### config.mk
export PLATFORM = sky130hd
export DESIGN_NAME = fancytimer_cmd_tx
export DESIGN_NICKNAME = d
export VERILOG_FILES = /design/src/rtl/fancytimer_pkg.sv /design/src/rtl/fancytimer_cmd_tx_watchdog.sv /design/src/rtl/fancytimer_cmd_tx.sv
export SDC_FILE = /design/constraint.sdc
export NUM_CORES = 1
export LEC_CHECK = 0
export CORE_UTILIZATION = 40
export DETAILED_ROUTE_END_ITERATION = 10
export PLACE_DENSITY_LB_ADDON = 0.25
export REMOVE_ABC_BUFFERS = 1
export SLEW_MARGIN = 30
export SYNTH_ARGS = -nofsm -noshare
export SYNTH_HDL_FRONTEND = slang
export SYNTH_SLANG_ARGS = --single-unit
### constraint.sdc
create_clock -name clk -period 5.5 [get_ports clk]
set_clock_uncertainty 0.15 [all_clocks]
set_input_delay 1.65 -clock clk [delete_from_list [all_inputs] [get_ports clk]]
set_output_delay 1.65 -clock clk [all_outputs]
set_load 0.05 [all_outputs]
### src/rtl/fancytimer_pkg.sv
// Shared types and constants for the fancy timer command stage.
// Latency: n/a (declarations only).
// Backpressure: n/a.
package fancytimer_pkg;

    typedef enum logic [2:0] {
        ST_IDLE,
        ST_SEND,
        ST_WAIT_DONE,
        ST_ACK,
        ST_GAP
    } state_e;

    localparam logic [3:0] START_PATTERN = 4'b1101;
    localparam int         FRAME_W       = 8;

    // Watchdog limit for one command: nominal timer count plus margin.
    // Computed in 32 bits; the caller saturates it into the counter width.
    function automatic logic [31:0] wd_limit(
        input logic [3:0]  delay,
        input int unsigned cycles_per_unit,
        input int unsigned margin
    );
        return (32'(delay) + 32'd1) * 32'(cycles_per_unit) + 32'(margin);
    endfunction

endpackage

### src/rtl/fancytimer_cmd_tx_watchdog.sv
// Cycle watchdog for the WAIT_DONE phase of fancytimer_cmd_tx.
// Latency: expired is combinational from the registered count and limit.
// Backpressure: none; counts whenever en is high, saturating at all-ones.
//
// Ports:
//   clk, reset  rising-edge clock, synchronous active-high reset
//   load        clear the count and capture limit (takes priority over en)
//   en          advance the count by one this cycle
//   limit       limit captured on load
//   expired     the cycle in progress is the limit-th enabled cycle (or later)
module fancytimer_watchdog #(
    parameter int WD_W = 16
) (
    input  logic            clk,
    input  logic            reset,
    input  logic            load,
    input  logic            en,
    input  logic [WD_W-1:0] limit,
    output logic            expired
);

    logic [WD_W-1:0] cnt_q, cnt_d;
    logic [WD_W-1:0] limit_q, limit_d;

    always_comb begin
        cnt_d   = cnt_q;
        limit_d = limit_q;
        if (load) begin
            cnt_d   = '0;
            limit_d = limit;
        end else if (en && (cnt_q != '1)) begin
            cnt_d = cnt_q + 1'b1;
        end
    end

    always_ff @(posedge clk) begin
        if (reset) begin
            cnt_q   <= '0;
            limit_q <= '0;
        end else begin
            cnt_q   <= cnt_d;
            limit_q <= limit_d;
        end
    end

    // cnt_q counts the enabled cycles already completed, so the current
    // cycle is number cnt_q+1. One extra bit keeps the +1 from wrapping.
    assign expired = (({1'b0, cnt_q} + (WD_W+1)'(1)) >= {1'b0, limit_q});

endmodule

### src/rtl/fancytimer_cmd_tx.sv
// Command stage for the fancy timer: serialises 1101+delay onto data, waits for done, acks.
// Latency: accept->first data bit 1 cycle, ->last bit 8 cycles; done->ack/resp_valid 1 cycle.
// Backpressure: req_ready is high only in IDLE; the source holds req_valid/req_delay until accepted.
//
// Ports:
//   clk, reset     rising-edge clock, synchronous active-high reset
//   req_valid/req_ready/req_delay   command handshake, delay captured on accept
//   data           registered serial stream to the timer
//   done           timer finished (only looked at while waiting for it)
//   ack            registered one-cycle acknowledge to the timer
//   resp_valid     one-cycle completion pulse, resp_timeout set if the watchdog fired
module fancytimer_cmd_tx
    import fancytimer_pkg::*;
#(
    parameter int unsigned CYCLES_PER_UNIT = 1000,
    parameter int unsigned WD_MARGIN       = 16,
    parameter int unsigned GAP_CYCLES      = 2,
    parameter int          WD_W            = 16
) (
    input  logic       clk,
    input  logic       reset,
    input  logic       req_valid,
    output logic       req_ready,
    input  logic [3:0] req_delay,
    output logic       data,
    input  logic       done,
    output logic       ack,
    output logic       resp_valid,
    output logic       resp_timeout
);

    localparam int GAP_W = (GAP_CYCLES > 1) ? $clog2(GAP_CYCLES) : 1;

    state_e               state_q, state_d;
    logic [FRAME_W-1:0]   frame_q, frame_d;
    logic [2:0]           bit_idx_q, bit_idx_d;
    logic [GAP_W-1:0]     gap_cnt_q, gap_cnt_d;
    logic                 data_q, data_d;
    logic                 ack_q, ack_d;
    logic                 resp_valid_q, resp_valid_d;
    logic                 resp_timeout_q, resp_timeout_d;

    logic                 wd_load, wd_en, wd_expired;
    logic [31:0]          limit_full;
    logic [WD_W-1:0]      wd_limit_val;

    // The limit is taken from the latched frame and only captured by the
    // watchdog on load, so it is fixed for the whole WAIT_DONE phase.
    assign limit_full   = wd_limit(frame_q[3:0], CYCLES_PER_UNIT, WD_MARGIN);
    assign wd_limit_val = ((limit_full >> WD_W) != 32'd0) ? '1 : limit_full[WD_W-1:0];

    fancytimer_watchdog #(.WD_W(WD_W)) u_watchdog (
        .clk     (clk),
        .reset   (reset),
        .load    (wd_load),
        .en      (wd_en),
        .limit   (wd_limit_val),
        .expired (wd_expired)
    );

    always_comb begin
        state_d        = state_q;
        frame_d        = frame_q;
        bit_idx_d      = bit_idx_q;
        gap_cnt_d      = gap_cnt_q;
        data_d         = 1'b0;
        ack_d          = 1'b0;
        resp_valid_d   = 1'b0;
        resp_timeout_d = 1'b0;
        wd_load        = 1'b0;
        wd_en          = 1'b0;

        case (state_q)
            ST_IDLE: begin
                if (req_valid) begin
                    // The MSB goes out on the accept edge so it is visible
                    // in the cycle right after the handshake.
                    frame_d   = {START_PATTERN, req_delay};
                    bit_idx_d = 3'(FRAME_W - 1);
                    data_d    = frame_d[FRAME_W-1];
                    state_d   = ST_SEND;
                end
            end
            ST_SEND: begin
                // bit_idx_q names the bit currently on data.
                if (bit_idx_q == 3'd0) begin
                    wd_load = 1'b1;
                    state_d = ST_WAIT_DONE;
                end else begin
                    bit_idx_d = bit_idx_q - 3'd1;
                    data_d    = frame_q[bit_idx_d];
                end
            end
            ST_WAIT_DONE: begin
                wd_en = 1'b1;
                // done is checked first so a coincident done beats expiry.
                if (done) begin
                    ack_d        = 1'b1;
                    resp_valid_d = 1'b1;
                    state_d      = ST_ACK;
                end else if (wd_expired) begin
                    ack_d          = 1'b1;
                    resp_valid_d   = 1'b1;
                    resp_timeout_d = 1'b1;
                    state_d        = ST_ACK;
                end
            end
            ST_ACK: begin
                gap_cnt_d = '0;
                state_d   = ST_GAP;
            end
            ST_GAP: begin
                if (gap_cnt_q == GAP_W'(GAP_CYCLES - 1)) begin
                    state_d = ST_IDLE;
                end else begin
                    gap_cnt_d = gap_cnt_q + GAP_W'(1);
                end
            end
            default: state_d = ST_IDLE;
        endcase
    end

    always_ff @(posedge clk) begin
        if (reset) begin
            state_q        <= ST_IDLE;
            frame_q        <= '0;
            bit_idx_q      <= '0;
            gap_cnt_q      <= '0;
            data_q         <= 1'b0;
            ack_q          <= 1'b0;
            resp_valid_q   <= 1'b0;
            resp_timeout_q <= 1'b0;
        end else begin
            state_q        <= state_d;
            frame_q        <= frame_d;
            bit_idx_q      <= bit_idx_d;
            gap_cnt_q      <= gap_cnt_d;
            data_q         <= data_d;
            ack_q          <= ack_d;
            resp_valid_q   <= resp_valid_d;
            resp_timeout_q <= resp_timeout_d;
        end
    end

    assign req_ready    = (state_q == ST_IDLE);
    assign data         = data_q;
    assign ack          = ack_q;
    assign resp_valid   = resp_valid_q;
    assign resp_timeout = resp_timeout_q;

endmodule

==> metrics.md <==
| Metric | Value |
|---|---|
| Max-Cap Viols | 0 |
| Crit. End Element | flop |
| Async SR Flop Fraction | 0% |
| Gr usage total | 16.17% |
| Hold wc startpoint | u_watchdog.limit_q[5] |
| Gate Count Post-Synth | 411 |
| Die Width | 95.07 um |
| Post-layout min period | 4.942 ns |
| # rows | 33 |
| Die Footprint | 9037 sq um |
| R2R Path Start | frame_q[1] |
| Dominant cells by area after synthesis | dfxtp_1 25%, ha_1 14%, fa_1 5.8%, nor2_1 5.7%, xor2_1 5.1% |
| Max_slew headroom | 40.71% |
| Clock sink count | 44 |
| Post-Syn Area | 3465 sq um |
| Area delta synth->final | 8.451% |
| Top_reg_cell synth | dfxtp_1 |
| Area of the core | 8299 sq um |
| Clock Pin Slew Worst Setup and Hold Paths | 0.09 ns |
| Status | complete, no violations |
| Cell internal pwr | 1084 uW |
| Setup violations, final | 0 |
| Pin count of the biggest net entering global routing | 19 |
| Setup crit start | frame_q[1] |
| Routed wire per std cell | 12.78 um |
| Compound-Gate Fraction of Synth Area | 14.88% |
| Worst EP arrival | 5.03 ns |
| Layout cell share with drive strength beyond 1 | 5.952% |
| DR pass1 iterations | 4 |
| Vias | 2,762 |
| Iter 0 DRT Violations | 50 |
| Initial core utilization | 41.75% |
| Num CTS Buffers | 5 |
| Vias in the first global route | 2,619 |
| Max-slew violation count | 0 |
| Yosys warnings | 0 |
| Multiplexer area fraction after synthesis | 2.492% |
| Hold Slack | 0.3120 ns |
| Clk pwr share | 9.6% |
| Setup CP Type | reg2reg |
| Post-Synth Simple-Gate Area | 20.08% |
| CTS tree | done |
| Avg Cell Area, Syn | 8.430 sq um |
| Nets | 475 |
| RSZ-0062 raised after global routing | false |
| Post-synth EDFFs | 0 |
| Hold_buf cts | 0 |
| Register share of total power | 21.5% |
| Vias per cell | 5.261 |
| CTS resizes | 0 |
| Slowest stage delay, CP | 0.55 ns |
| RePlAce Congestion | 0.8196 |
| Hold Path Class | reg2reg |
| Postcts setup bufs | 0 |
| CP required | 5.59 ns |
| Synth Area in XOR/XNOR | 10.87% |
| ANT cells | 0 |
| Buffers on Ports | 12 |
| Hold Vio Cnt, Final | 0 |
| Reported leakage power | 0.001617 uW |
| Multi-input logic area | 2350 sq um |
| Actual slew at the worst max-slew pin | 0.8861 ns |
| Root buf cell | clkbuf_8 |
| CP Cell Sequence | ha_1 -> xor2_2 -> inv_2 -> fa_1 -> inv_1 -> fa_1 -> inv_1 -> fa_1 -> inv_1 -> ha_1 -> o21ai_0 -> o21ai_0 -> a221oi_2 -> nand4_1 -> or4_1 -> a21oi_1 |
| CTS max path bufs | 2 |
| Worst Setup Start Kind | flop |
| Post-synthesis sequential area ratio | 25.42% |
| Gate power share | 68.9% |
| Peak Freq | 0.2024 GHz |
| Cell taking the most area after synthesis | dfxtp_1 |
| Sw power | 1046 uW |
| First-pass GRT wire length | 11.68 mm |
| Die Y | 95.07 um |
| Sw frac | 49.11% |
| Post-synth top area share | 25.42% |
| H-tree levels | 2 |
| FF+latch count, synth | 44 |
| Worst-Skew Late Latency | 0.30 ns |
| Yosys cell types | 55 |
| Fill cells | 844 |
| # IOs | 13 |
| Final ANT Viol Nets | 0 |
| Initial antenna violation count | 0 |
| Max FO, Critical Path | 7 |
| CP Buf/Inv Count | 4 |
| PD cells | 566.7 nW/um^2 |
| Slowest library cell on the worst path | fa_1 |
| Most frequent cells in the layout | 53 x nor2_1, 44 x dfxtp_1, 43 x inv_1 |
| CP top delay family | adder cells |
| Overflow after GRT | 0 |
| Routed WL | 6.708 mm |
| Peak VDD IR | 0.2365 mV |
| Adder-cell share of the synthesized area | 19.50% |
| Hpwl dp | 5.171 mm |
| Main combinational cell family by area after synthesis | simple AND/OR/NAND/NOR gates |
| Setup TNS | 0 ns |
| Crit share post-route | 89.85% |
| DRC viols | 0 |
| Sequential Area | 880.8 sq um |
| Most common cell after layout, fill and taps aside | nor2_1 |
==> power by group through the flow <==
| stage | logic [uW] | clock network, uW | registers, uW |
|---|---|---|---|
| 2_1_floorplan | 1160 | 0 | 475 |
| 3_3_place_gp | 1450 | 0 | 464 |
| 3_5_place_dp | 1460 | 0 | 467 |
| 4_1_cts | 1470 | 213 | 459 |
| 5_1_grt | 1660 | 224 | 472 |
| 6_report | 1470 | 204 | 459 |
==> final cells by class <==
type	instances	share of cell area, %
Clock buffer	5	1.832
Clock inverter	3	0.4995
Inverter	44	4.396
Multi-Input combinational cell	309	62.54
Sequential cell	44	23.44
Tap cell	105	3.497
Timing Repair Buffer	15	3.796
==> registers in the layout (all words and copies together) (netlist names) <==
name                cells
bit_idx_q               3
data                    1
frame_q                 5
gap_cnt_q               1
resp_timeout            1
resp_valid              1
state_q                 3
u_watchdog.cnt_q       16
u_watchdog.limit_q     13
==> layer usage <==
layer,wire length [um],track usage (%),vias to the layer above
li1,-,-,1417
met1,3447,21.85,1306
met2,2970,26.73,31
met3,197,2.392,8
met4,93,4.293,0
met5,0,0,-
==> stage by stage <==
step	power (uW)	setup slack (ns)	cells	area, sq um	util [%]
after CTS	2138	0.5850	525	3757	45.27
after global routing	2359	0.2392	525	3757	45.27
after floorplan	1633	0.7553	397	3396	-
after global placement	1913	0.7272	517	3670	44.22
after detailed placement	1922	0.6320	517	3670	44.22
final	2129	0.5581	525	3757	45.27
==> cells in the mapped netlist, drive strengths merged (3+ instances only) <==
cell type and count:
nand2b 5, dfxtp 44, nand4 5, mux2i 6, a21o 6, o21ai 13
and2 3, a21oi 15, fa 10, nor3 6, inv 44, xnor2 19
nor4 3, xor2 21, nor3b 4, ha 38, nand3 16, a2111oi 3
buf 6, clkbuf 8, nor2b 3, o211a 3, nor2 53, a211oi 12
and3 10, a221oi 4, a311oi 3, nand2 28
==> kinds of logic (layout without fill, tap and decap cells) <==
logic type | after synthesis | in the layout
compound gates | 70 | 70
fa+ha+maj | 48 | 48
buf+inv | 58 | 67
mux | 7 | 7
simple gates | 144 | 144
flops | 44 | 44
xor+xnor | 40 | 40
==> worst register-to-register path: cells and delay by family (launching register included) <==
family | cells | cell delay [ns]
fa+ha+maj | 5 | 2.19
buf+inv | 4 | 0.32
compound gates | 4 | 0.94
xor+xnor | 1 | 0.25
flops | 1 | 0.39
simple gates | 2 | 0.62
==> final timing paths <==
| path | cells past startpoint | to | slack [ns] |
|---|---|---|---|
| setup / recovery | 16 | u_watchdog.limit_q[15] | 0.56 |
| hold / removal | 2 | u_watchdog.limit_q[5] | 0.31 |
| setup reg to reg | 16 | u_watchdog.limit_q[15] | 0.56 |
| hold reg to reg | 2 | u_watchdog.limit_q[5] | 0.31 |
(Power assumes the default switching activity.)
